`config.mk`:
```
export PLATFORM = sky130hd
export DESIGN_NAME = norm_denom_writer_flat
export DESIGN_NICKNAME = d
export VERILOG_FILES = /design/src/rtl/norm_pkg.sv /design/src/rtl/norm_denom_writer_if.sv /design/src/rtl/axis_skid_buffer.sv /design/src/rtl/norm_denom_writer.sv /design/src/flat_wrapper.sv
export SDC_FILE = /design/constraint.sdc
export NUM_CORES = 1
export LEC_CHECK = 0
export CORE_AREA = 2 2 72 67
export CTS_CLUSTER_DIAMETER = 100
export DETAILED_ROUTE_END_ITERATION = 8
export DIE_AREA = 0 0 74 69
export PLACE_DENSITY = 0.81
export SLEW_MARGIN = 15
export SYNTH_ARGS = -nofsm -noshare
export SYNTH_HDL_FRONTEND = slang
export SYNTH_HIERARCHICAL = 1
export SYNTH_SLANG_ARGS = --single-unit
```
`constraint.sdc`:
```
create_clock -name clk -period 4.9 [get_ports clk]
set_clock_uncertainty 0.15 [all_clocks]
set_input_delay 0.98 -clock clk [delete_from_list [all_inputs] [get_ports clk]]
set_output_delay 0.98 -clock clk [all_outputs]
set_load 0.03 [all_outputs]
```
`src/rtl/norm_pkg.sv`:
```
// Shared definitions for the normalisation path: pixel width, writer FSM states,
// and a max helper.
package norm_pkg;
  localparam int PIX_W = 8;

  typedef enum logic [1:0] {
    IDLE     = 2'd0,
    SCANNING = 2'd1,
    DRAIN    = 2'd2,
    DONE     = 2'd3
  } norm_state_e;

  function automatic logic [PIX_W-1:0] pix_max(input logic [PIX_W-1:0] a,
                                               input logic [PIX_W-1:0] b);
    return (a > b) ? a : b;
  endfunction
endpackage

```
`src/rtl/norm_denom_writer_if.sv`:
```
// Control handshake, pixel streams and denominator result of norm_denom_writer.
// The slave modport is the block's view; master is the driver/bench view.
interface norm_denom_writer_if;
  import norm_pkg::*;

  logic             ap_start;
  logic             ap_ready;
  logic             ap_done;
  logic             s_axis_tvalid;
  logic             s_axis_tready;
  logic [PIX_W-1:0] s_axis_tdata;
  logic             m_axis_tvalid;
  logic             m_axis_tready;
  logic [PIX_W-1:0] m_axis_tdata;
  logic [PIX_W-1:0] norm_denominator;
  logic             norm_denominator_tvalid;

  modport slave (
    input  ap_start, s_axis_tvalid, s_axis_tdata, m_axis_tready,
    output ap_ready, ap_done, s_axis_tready, m_axis_tvalid, m_axis_tdata,
           norm_denominator, norm_denominator_tvalid
  );

  modport master (
    output ap_start, s_axis_tvalid, s_axis_tdata, m_axis_tready,
    input  ap_ready, ap_done, s_axis_tready, m_axis_tvalid, m_axis_tdata,
           norm_denominator, norm_denominator_tvalid
  );
endinterface

```
`src/rtl/axis_skid_buffer.sv`:
```
// 2-entry stream buffer: registered outputs, 1-cycle latency, full throughput,
// and upstream ready depends only on occupancy (never on downstream ready).
module axis_skid_buffer #(
  parameter int DATA_W = 8
) (
  input  logic              i_clk,
  input  logic              i_rst_n,
  input  logic              i_s_valid,
  output logic              o_s_ready,
  input  logic [DATA_W-1:0] i_s_data,
  output logic              o_m_valid,
  input  logic              i_m_ready,
  output logic [DATA_W-1:0] o_m_data,
  output logic              o_empty
);
  logic [1:0][DATA_W-1:0] r_mem;
  logic                   r_wr_ptr;
  logic                   r_rd_ptr;
  logic [1:0]             r_count;
  logic                   w_push;
  logic                   w_pop;

  assign o_s_ready = (r_count != 2'd2);
  assign o_m_valid = (r_count != 2'd0);
  assign o_empty   = (r_count == 2'd0);
  assign o_m_data  = r_mem[r_rd_ptr];
  assign w_push    = i_s_valid & o_s_ready;
  assign w_pop     = o_m_valid & i_m_ready;

  always_ff @(posedge i_clk or negedge i_rst_n) begin
    if (!i_rst_n) begin
      r_mem    <= '0;
      r_wr_ptr <= 1'b0;
      r_rd_ptr <= 1'b0;
      r_count  <= 2'd0;
    end else begin
      if (w_push) begin
        r_mem[r_wr_ptr] <= i_s_data;
        r_wr_ptr        <= ~r_wr_ptr;
      end
      if (w_pop) r_rd_ptr <= ~r_rd_ptr;
      case ({w_push, w_pop})
        2'b10:   r_count <= r_count + 2'd1;
        2'b01:   r_count <= r_count - 2'd1;
        default: r_count <= r_count;
      endcase
    end
  end
endmodule

```
`src/rtl/norm_denom_writer.sv`:
```
// Passes one cropped frame through unchanged while tracking its maximum pixel,
// then publishes that maximum (never 0) as the normalisation divisor.
module norm_denom_writer
  import norm_pkg::*;
#(
  parameter int OUT_ROWS = 10,
  parameter int OUT_COLS = 10
) (
  input  logic               clk,
  input  logic               s_axis_resetn,
  norm_denom_writer_if.slave bus
);
  localparam int N     = OUT_ROWS * OUT_COLS;
  localparam int CNT_W = $clog2(N + 1);
  localparam logic [CNT_W-1:0] LAST_IDX = CNT_W'(N - 1);

  logic [1:0]       r_rst_sync;
  logic             w_rst_n;
  norm_state_e      r_state;
  norm_state_e      w_state_nxt;
  logic [CNT_W-1:0] r_cnt;
  logic [PIX_W-1:0] r_max;
  logic [PIX_W-1:0] r_nd;
  logic             r_nd_vld;
  logic             r_done;
  logic             w_skid_in_ready;
  logic             w_skid_empty;
  logic             w_s_tready;
  logic             w_accept;
  logic             w_start;
  logic             w_finish;

  // Assert immediately, release two clocks later so every flop leaves reset together.
  always_ff @(posedge clk or negedge s_axis_resetn) begin
    if (!s_axis_resetn) r_rst_sync <= 2'b00;
    else                r_rst_sync <= {r_rst_sync[0], 1'b1};
  end
  assign w_rst_n = r_rst_sync[1];

  assign w_s_tready = (r_state == SCANNING) && w_skid_in_ready;
  assign w_accept   = bus.s_axis_tvalid && w_s_tready;

  always_ff @(posedge clk or negedge w_rst_n) begin
    if (!w_rst_n) r_state <= IDLE;
    else          r_state <= w_state_nxt;
  end

  always_comb begin
    w_state_nxt = r_state;
    w_start     = 1'b0;
    w_finish    = 1'b0;
    case (r_state)
      IDLE, DONE: begin
        if (bus.ap_start) begin
          w_start     = 1'b1;
          w_state_nxt = SCANNING;
        end
      end
      SCANNING: begin
        // Leaving SCANNING on the last beat drops tready on the same edge.
        if (w_accept && (r_cnt == LAST_IDX)) w_state_nxt = DRAIN;
      end
      DRAIN: begin
        if (w_skid_empty) begin
          w_finish    = 1'b1;
          w_state_nxt = DONE;
        end
      end
      default: w_state_nxt = IDLE;
    endcase
  end

  always_ff @(posedge clk or negedge w_rst_n) begin
    if (!w_rst_n) begin
      r_cnt    <= '0;
      r_max    <= '0;
      r_nd     <= '0;
      r_nd_vld <= 1'b0;
      r_done   <= 1'b0;
    end else begin
      r_done <= w_finish;
      if (w_start) begin
        r_cnt    <= '0;
        r_max    <= '0;
        r_nd_vld <= 1'b0;
      end else if (w_accept) begin
        r_cnt <= r_cnt + CNT_W'(1);
        r_max <= pix_max(r_max, bus.s_axis_tdata);
      end
      // An all-zero frame still yields a usable divisor.
      if (w_finish) begin
        r_nd     <= (r_max == '0) ? PIX_W'(1) : r_max;
        r_nd_vld <= 1'b1;
      end
    end
  end

  axis_skid_buffer #(
    .DATA_W (PIX_W)
  ) u_skid (
    .i_clk     (clk),
    .i_rst_n   (w_rst_n),
    .i_s_valid (w_accept),
    .o_s_ready (w_skid_in_ready),
    .i_s_data  (bus.s_axis_tdata),
    .o_m_valid (bus.m_axis_tvalid),
    .i_m_ready (bus.m_axis_tready),
    .o_m_data  (bus.m_axis_tdata),
    .o_empty   (w_skid_empty)
  );

  assign bus.s_axis_tready           = w_s_tready;
  assign bus.ap_ready                = (r_state == IDLE) || (r_state == DONE);
  assign bus.ap_done                 = r_done;
  assign bus.norm_denominator        = r_nd;
  assign bus.norm_denominator_tvalid = r_nd_vld;
endmodule

```
`src/flat_wrapper.sv`:
```
// flat-port wrapper written by rule: the top's interface ports become plain ports
module norm_denom_writer_flat import norm_pkg::*;
#(
  parameter int OUT_ROWS = 10,
  parameter int OUT_COLS = 10
)
  (clk, s_axis_resetn, bus_ap_start, bus_s_axis_tvalid, bus_s_axis_tdata, bus_m_axis_tready, bus_ap_ready, bus_ap_done, bus_s_axis_tready, bus_m_axis_tvalid, bus_m_axis_tdata, bus_norm_denominator, bus_norm_denominator_tvalid);
  norm_denom_writer_if bus_i ();
  input  logic clk;
  input  logic s_axis_resetn;
  input wire logic [$bits(bus_i.ap_start)-1:0] bus_ap_start;
  input wire logic [$bits(bus_i.s_axis_tvalid)-1:0] bus_s_axis_tvalid;
  input wire logic [$bits(bus_i.s_axis_tdata)-1:0] bus_s_axis_tdata;
  input wire logic [$bits(bus_i.m_axis_tready)-1:0] bus_m_axis_tready;
  output wire logic [$bits(bus_i.ap_ready)-1:0] bus_ap_ready;
  output wire logic [$bits(bus_i.ap_done)-1:0] bus_ap_done;
  output wire logic [$bits(bus_i.s_axis_tready)-1:0] bus_s_axis_tready;
  output wire logic [$bits(bus_i.m_axis_tvalid)-1:0] bus_m_axis_tvalid;
  output wire logic [$bits(bus_i.m_axis_tdata)-1:0] bus_m_axis_tdata;
  output wire logic [$bits(bus_i.norm_denominator)-1:0] bus_norm_denominator;
  output wire logic [$bits(bus_i.norm_denominator_tvalid)-1:0] bus_norm_denominator_tvalid;
  assign bus_i.ap_start = bus_ap_start;
  assign bus_i.s_axis_tvalid = bus_s_axis_tvalid;
  assign bus_i.s_axis_tdata = bus_s_axis_tdata;
  assign bus_i.m_axis_tready = bus_m_axis_tready;
  assign bus_ap_ready = bus_i.ap_ready;
  assign bus_ap_done = bus_i.ap_done;
  assign bus_s_axis_tready = bus_i.s_axis_tready;
  assign bus_m_axis_tvalid = bus_i.m_axis_tvalid;
  assign bus_m_axis_tdata = bus_i.m_axis_tdata;
  assign bus_norm_denominator = bus_i.norm_denominator;
  assign bus_norm_denominator_tvalid = bus_i.norm_denominator_tvalid;
  norm_denom_writer #(.OUT_ROWS(OUT_ROWS), .OUT_COLS(OUT_COLS)) u_core (.clk(clk), .s_axis_resetn(s_axis_resetn), .bus(bus_i));
endmodule
```
Word-level counts from Yosys, hierarchy flattened --
Index checks and enable logic that the tools add are counted.
Storage, ports and cells: flip-flop bits (word level) 49, word-level logic and storage cells 71, output and inout port bits 21
Cells by class: order comparisons 4, add/sub/neg operators 3, reduce and logical (&&, ||, !) cells 15, multiplexer cells 22, equal/unequal tests 11, bitwise gates (word level) 4
Operators with widths (count):
- $mux W8 | 7
- $bwmux W16 | 1
- $mux W7 | 2
- $demux W8 S1 | 1
- $gt A8 B8 Y1 | 1
- $logic_not A8 Y1 | 1
- $ne A2 B2 Y1 const B | 4
- $reduce_bool A2 Y1 | 4
- $add A7 B1 Y7 const B | 1
- $eq A7 B7 Y1 const B | 1
- $eq A2 B2 Y1 const B | 3
- $mux W1 | 6
- $mux W2 | 3
- $pmux W2 S3 | 1
- $eq A2 B1 Y1 const B | 2
- $logic_and A1 B1 Y1 | 4
- $logic_not A2 Y1 | 2
- $lt A1 B2 Y1 const B | 2
- $pmux W2 S2 | 1
- $reduce_and A3 Y1 | 1
- $add A2 B1 Y2 const B | 1
- $and A1 B1 Y1 | 2
- $ne A2 B1 Y1 const B | 1
- $not A1 Y1 | 2
- 5 further kinds | 5

Logic depth before layout (Yosys ltp) --
Gate-level depths: netlist of run 1.
word-level depth 6, depth in mapped cells 9

By module --
Netlist of run 1, hierarchy kept.
By module, submodules not included:
- norm_denom_writer | seq. area each 725.7 sq um, instances 1, area an instance 1446.4 sq um, cells an instance 128
- axis_skid_buffer | seq. area each 500.5 sq um, instances 1, area an instance 972.2 sq um, cells an instance 61

Worst setup path after synthesis of run 1 --
No wires, ideal clock.
kind input port to flip-flop, from in bus_s_axis_tdata[7], to reg u_core.r_max[0], stages 8, setup slack 2.435 ns, required time 4.629 ns, library setup time 0.121 ns, buffers on the path 1, arrival time 2.194 ns, path through inv_1 ha_1 nand4_1 nand3b_1 a21o_1 and4_1 buf_2 a22o_1
Between the ends: longest elaborated chain between the ends 3
RTL lines:
- start, declared | RTL line flat_wrapper.sv:13 | input wire logic [$bits(bus_i.s_axis_tdata)-1:0] bus_s_axis_tdata;
- $gt A8 B8 Y1 | RTL line norm_pkg.sv:15 | return (a > b) ? a : b;
- $ne A2 B1 Y1 (no source line)
- $reduce_and A2 Y1 (no source line)
- end signal, assigned | RTL line norm_denom_writer.sv:88 | r_max <= pix_max(r_max, bus.s_axis_tdata);
- end, declared | RTL line norm_denom_writer.sv:22 | logic [PIX_W-1:0] r_max;
No other way between the ends. A chain may end at the register's enable or synchronous reset.

Final worst setup path of run 1 --
from reg u_core.u_skid.r_rd_ptr, to out bus_m_axis_tdata[1]
Between the ends: longest elaborated chain between the ends 2
RTL lines:
- start, declared | RTL line axis_skid_buffer.sv:18 | logic r_rd_ptr;
- start signal, assigned | RTL line axis_skid_buffer.sv:41 | if (w_pop) r_rd_ptr <= ~r_rd_ptr;
- $mux W8 (not written as such) (2 in series) | RTL line axis_skid_buffer.sv:26 | assign o_m_data = r_mem[r_rd_ptr];
- end, declared | RTL line flat_wrapper.sv:19 | output wire logic [$bits(bus_i.m_axis_tdata)-1:0] bus_m_axis_tdata;
No other way between the ends. The select of a mux whose other input is x is not followed.

==> results of run 1 <==
-- power breakdown --
part	switching (W)	internal [W]
Combinational	0.000454	0.000466
Sequential	0.000131	0.000557
Clock	0.000133	0.000166
-- routing by layer --
| metal | track usage | share of wire |
|---|---|---|
| met4 | 0.0788 | 0.018 |
| met5 | 0 | 0 |
| met1 | 0.274 | 0.48 |
| met3 | 0.0395 | 0.034 |
| met2 | 0.294 | 0.47 |
-- final timing paths --
| path | start | endpoint | slack [ps] | cells after the start |
|---|---|---|---|---|
| worst max-delay path | u_core/u_skid/r_rd_ptr | bus_m_axis_tdata[1] | 1890 | 2 |
| worst min-delay path | u_core/r_rst_sync[0] | u_core/r_rst_sync[1] | 210 | 0 |
| worst max register to register | u_core/r_state[1] | u_core/u_skid/r_mem[6] | 2460 | 5 |
| worst min register to register | u_core/r_rst_sync[0] | u_core/r_rst_sync[1] | 210 | 0 |
| max in group asynchronous | u_core/r_rst_sync[1] | u_core/r_cnt[4] | 3690 | 0 |
| min in group asynchronous | u_core/r_rst_sync[1] | u_core/u_skid/r_mem[5] | 290 | 0 |
-- synth_stat cells (all sizes together) (3+ instances only) --
| cell | number |
|---|---|
| a21oi | 6 |
| a22o | 8 |
| and2 | 3 |
| buf | 5 |
| dfrtp | 49 |
| ha | 12 |
| inv | 13 |
| mux2 | 31 |
| nand2 | 10 |
| nand4 | 5 |
| nor2 | 6 |
| nor2b | 3 |
| o211ai | 3 |
| o21ai | 7 |
| xnor2 | 4 |
| xor2 | 5 |
-- stage by stage --
| stage | total power (W) | std cells | hold WS, ps | worst slack (ps) | utilization |
|---|---|---|---|---|---|
| 3_5_place_dp | 0.00162 | 277 | 189 | 1710 | 0.639 |
| 3_3_place_gp | 0.00159 | 277 | 186 | 1750 | 0.639 |
| 4_1_cts | 0.00192 | 285 | 211 | 1840 | 0.667 |
| 5_1_grt | 0.00203 | 285 | 214 | 1830 | 0.667 |
| 6_report | 0.00191 | 285 | 208 | 1890 | 0.667 |
| 2_1_floorplan | 0.00134 | 189 | 181 | 2440 | - |
-- sequential cells by signal, summed over array words and instances, names as in the netlist --
name                                flops
u_core/bus.ap_done                      1
u_core/bus.norm_denominator             8
u_core/bus.norm_denominator_tvalid      1
u_core/r_cnt                            7
u_core/r_max                            8
u_core/r_rst_sync                       2
u_core/r_state                          2
u_core/u_skid/r_count                   2
u_core/u_skid/r_mem                    16
u_core/u_skid/r_rd_ptr                  1
u_core/u_skid/r_wr_ptr                  1
-- layout make-up --
cell class	count	area, µm²
flip-flops and latches	49	1230
multi-input cells	120	1090
fillers	331	1450
repair buffers	33	330
well taps	62	77.6
clock inverters	2	37.5
clock buffers	6	82.6
inverters	13	48.8
-- cells by family (layout without fill, tap and decap cells) --
logic type / Yosys count / in the layout
other cells: 1 / 1
xor+xnor: 9 / 9
compound gates: 27 / 27
buf+inv: 20 / 54
mux: 32 / 32
fa+ha+maj: 12 / 12
simple gates: 39 / 39
flops: 49 / 49
==> impl_metrics.ini, run 1 <==
[clock_network]
clk_pin_slew_ps = 80
numCtsBuffers = 5
cts_tree = yes
clock_latency_ps = 310
hold_buffers = 0
cts-htree-levels = 2
clockRootBuffer = clkbuf_8
postCtsResizedCells = 0
postCtsSetupBuffers = 0
clkSinkCount = 49
cts_buffer_depth = 2

[critical_path]
cp-start-kind = flip-flop
crit_buf_inv = 1
crit_path_max_fanout = 9
crit_required_ps = 3770
cp_data_arrival_time_ps = 1880
cp-end-kind = output port
path_delay_family = flip-flops
path_class = reg -> out
path_cells = mux2_2 > clkdlybuf4s50_1
cpPeakStageDelay_ps = 600
cp_slowest_cell = dfrtp_1

[run]
drv_cap = 0

[routing]
dr.pass1.iters = 4
drc = 0
vias = 1513
drtIter0Drc = 130
drt_wl_total_um = 4360
ant_nets = 0
wl_per_cell_um = 15.3
via_per_inst = 5.31

[logic_synthesis]
yosysTopAreaCell = dfrtp_1
synth-compound-area-share = 0.0766
synthSimpleGateAreaFrac = 0.106
ys_async_sr_fraction = 1.00
synthCells = 189
synth_edf_count = 0
synthesis.nets = 214
synth_top_area_frac = 0.507
synthDistinctLibCells = 39
avgSynthCellArea_um2 = 12.8
synth_top_family_by_area = multiplexers
syn_area_um2 = 2420
yosys_warnings = 6
synth_xor_area_frac = 0.0326
synth_seq_cells = 49
synthAdderAreaFrac = 0.0621
ys.flop_type = dfrtp_1
netlist_top_cells_area = dfrtp_1, mux2_4, ha_1, mux2_2, mux2_1
seq_area_frac_synth = 0.507
synthMuxAreaShare = 0.173

[sta]
period_share = 0.614
tightest_slew_ps = 1000
setup_tns_ps = 0
drv_slew = 0
rsz0062_at_grt = no
timing.fmax_mhz = 332
setup_viol = 0
relSlewSlack = 0.331
final_period_minus_worst_setup_slack_ps = 3010
hold_viol_final = 0

[global_routing]
antenna_found_initial = 0
grt_max_degree = 48
grt_overflow = 0
grt_pass1_wl_um = 7650
grt_use_total = 0.195
grt_pass1_vias = 1601

[floorplanning]
start_util = 0.557
die_w_um = 74
die_area_um2 = 5110
coreArea_um2 = 4350
ioPinCount = 34
rows = 23
die_h_um = 69

[power]
power-per-cell-area_nw_per_um2 = 658
vdd_drop_max_mv = 0.393
p_leak_nw = 1.38

[place]
port_buffers = 33
gp_congestion = 0.742
dp.final_hpwl_um = 3080
post_dp_cell_area_um2 = 2780

[hold_path]
hold_class = reg -> reg

[run_status]
status = finished clean

[final_layout]
layout_commonest_cell = dfrtp_1
design_area_um2 = 2900
n_antenna_cell = 0
finalNetCount = 247
final_cell_mix = dfrtp_1, clkdlybuf4s50_1, mux2_4
area_delta_synth_final_pct = 19.8
layout-drive-gt1-share = 0.175
No activity file was read; power rests on OpenSTA's default activity.
==> run 2: changes to the inputs <==
--- a/config.mk
+++ b/config.mk
@@ -5,11 +5,11 @@
 export SDC_FILE = /design/constraint.sdc
 export NUM_CORES = 1
 export LEC_CHECK = 0
-export CORE_AREA = 2 2 72 67
+export CORE_AREA = 2 2 78 72
 export CTS_CLUSTER_DIAMETER = 100
 export DETAILED_ROUTE_END_ITERATION = 8
-export DIE_AREA = 0 0 74 69
-export PLACE_DENSITY = 0.81
+export DIE_AREA = 0 0 80 74
+export PLACE_DENSITY = 0.74
 export SLEW_MARGIN = 15
 export SYNTH_ARGS = -nofsm -noshare
 export SYNTH_HDL_FRONTEND = slang
==> constraint.sdc (replaced) <==
create_clock -name clk -period 2.75 [get_ports clk]
set_clock_uncertainty 0.15 [all_clocks]
set_input_delay 0.55 -clock clk [delete_from_list [all_inputs] [get_ports clk]]
set_output_delay 0.55 -clock clk [all_outputs]
set_load 0.03 [all_outputs]
==> run 2 against run 1 <==
Against the previous run:
- register-to-register slack got worse by 1800 ps
- design area is 3.2% higher
- die area increased by 16%
- combinational power up 82%
- worst setup slack got worse by 1700 ps
- critical path type unchanged
==> impl_metrics.ini, run 2 (synthesis results as in run 1) <==
[power]
seqPwrFrac = 0.350
sw_frac_of_total = 0.369
internal_power_w = 0.00222
pwr-share-comb = 0.476
switchingPower_w = 0.00130
pwr-share-clk = 0.174
vdd_drop_max_mv = 0.882
power-per-cell-area_nw_per_um2 = 1180
p_leak_nw = 1.43

[floorplanning]
coreArea_um2 = 5130
start_util = 0.471
rows = 25
die_area_um2 = 5920
ioPinCount = 34
die_w_um = 80
die_h_um = 74

[critical_path]
cpPeakStageDelay_ps = 610
r2r_start = u_core/r_state[1]
cp_data_arrival_time_ps = 1900
crit_required_ps = 2050
r2r_setup_slack_ps = 660
ff2ff_path_depth = 7
path_cells = mux2_2 > clkdlybuf4s50_1
cp-end-kind = output port
cp-start-kind = flip-flop
r2r_end = u_core/u_skid/r_count[1]
cp_slowest_cell = dfrtp_1
path_class = reg -> out
crit_path_max_fanout = 9

[sta]
tightest_slew_ps = 1020
timing.fmax_mhz = 385
drv_slew = 0
holdWs_ps = 207
final_period_minus_worst_setup_slack_ps = 2600
period_share = 0.945
setup_viol = 0
setup_tns_ps = 0
hold_viol_final = 0
rsz0062_at_grt = no
relSlewSlack = 0.317

[final_layout]
final_cell_mix = dfrtp_1, clkdlybuf4s50_1, mux2_4
max_flop_register = u_core/u_skid/r_mem
finalNetCount = 256
layout-drive-gt1-share = 0.207
largest_reg_flops = 16
area_delta_synth_final_pct = 23.5
layout_commonest_cell = dfrtp_1
n_antenna_cell = 0
design_area_um2 = 2990

[clock_network]
numCtsBuffers = 5
postCtsSetupBuffers = 0
cts_buffer_depth = 2
cts-htree-levels = 2
clk_pin_slew_ps = 90
clockRootBuffer = clkbuf_8
clkSinkCount = 49
hold_buffers = 0
cts_tree = yes
postCtsResizedCells = 0
clock_latency_ps = 310

[global_routing]
grt_max_degree = 48
grt_use_total = 0.177
antenna_found_initial = 0
grt_pass1_vias = 1588
grt_pass1_wl_um = 7860
grt_overflow = 0

[place]
gp_congestion = 0.784
post_dp_cell_area_um2 = 2850
port_buffers = 33
dp.final_hpwl_um = 3200

[hold_path]
holdCritStartpoint = u_core/r_rst_sync[0]
hold_depth = 0
holdPathEnd = u_core/r_rst_sync[1]
hold_class = reg -> reg

[run_status]
status = finished clean

[routing]
ant_nets = 0
wl_per_cell_um = 15.1
drt_wl_total_um = 4510
drtIter0Drc = 61
dr.pass1.iters = 4
via_per_inst = 5.16
drc = 0
vias = 1544

[run]
drv_cap = 0
## run 2: cell types whose count changed in the layout (fill, tap and decap cells not counted), sizes merged
cell | previous run | this run
inv | 13 | 14
clkbuf | 6 | 5
clkinvlp | 1 | 0
buf | 0 | 9
bufinv | 1 | 2
## run 2: layout make-up
cell class	count	area, µm²
fillers	456	2140
flip-flops and latches	49	1230
multi-input cells	120	1090
repair buffers	42	398
well taps	67	83.8
clock buffers	5	68.8
clock inverters	3	68.8
inverters	13	48.8
## run 2: worst max path at each step
stage               slack [ps]              startpoint  cells past startpoint                   to
detailed placement          10     bus_s_axis_tdata[5]                      8      u_core/r_max[0]
CTS                         80  u_core/u_skid/r_rd_ptr                      2  bus_m_axis_tdata[4]
global placement           100     bus_s_axis_tdata[3]                      7      u_core/r_max[3]
floorplan                  720     bus_s_axis_tdata[7]                      8      u_core/r_max[0]
finish                     150  u_core/u_skid/r_rd_ptr                      2  bus_m_axis_tdata[4]
global route                50  u_core/u_skid/r_rd_ptr                      2  bus_m_axis_tdata[0]
## run 2: power by group through the flow
stage | clock, W | sequential, W | combinational (W)
final | 0.000611 | 0.00123 | 0.00167
after global routing | 0.000656 | 0.00128 | 0.00182
after detailed placement | 0 | 0.00125 | 0.00167
after global placement | 0 | 0.00124 | 0.00164
after floorplan | 0 | 0.00127 | 0.00112
after CTS | 0.000625 | 0.00124 | 0.00169
## run 2: worst max-delay path: cells and delay by family (launching register included)
family | cells | cell delay, ps
buf+inv | 1 | 590
flops | 1 | 610
mux | 1 | 390
## run 2: routing by layer
metal / wire length [µm] / vias to the layer above / GRT usage
met1: 2130 / 754 / 0.234
met3: 164 / 6 / 0.0376
li1: - / 751 / -
met5: 0 / - / 0
met4: 58 / 0 / 0.0565
met2: 2160 / 33 / 0.294
## run 2: metrics by stage
step,util,total power [W],setup slack [ps],std cells
final,0.582,0.00351,152,299
after global routing,0.582,0.00375,52.2,299
after detailed placement,0.556,0.00292,13.6,291
after CTS,0.582,0.00356,76.9,299
after global placement,0.556,0.00288,104,291
after floorplan,-,0.00238,715,189
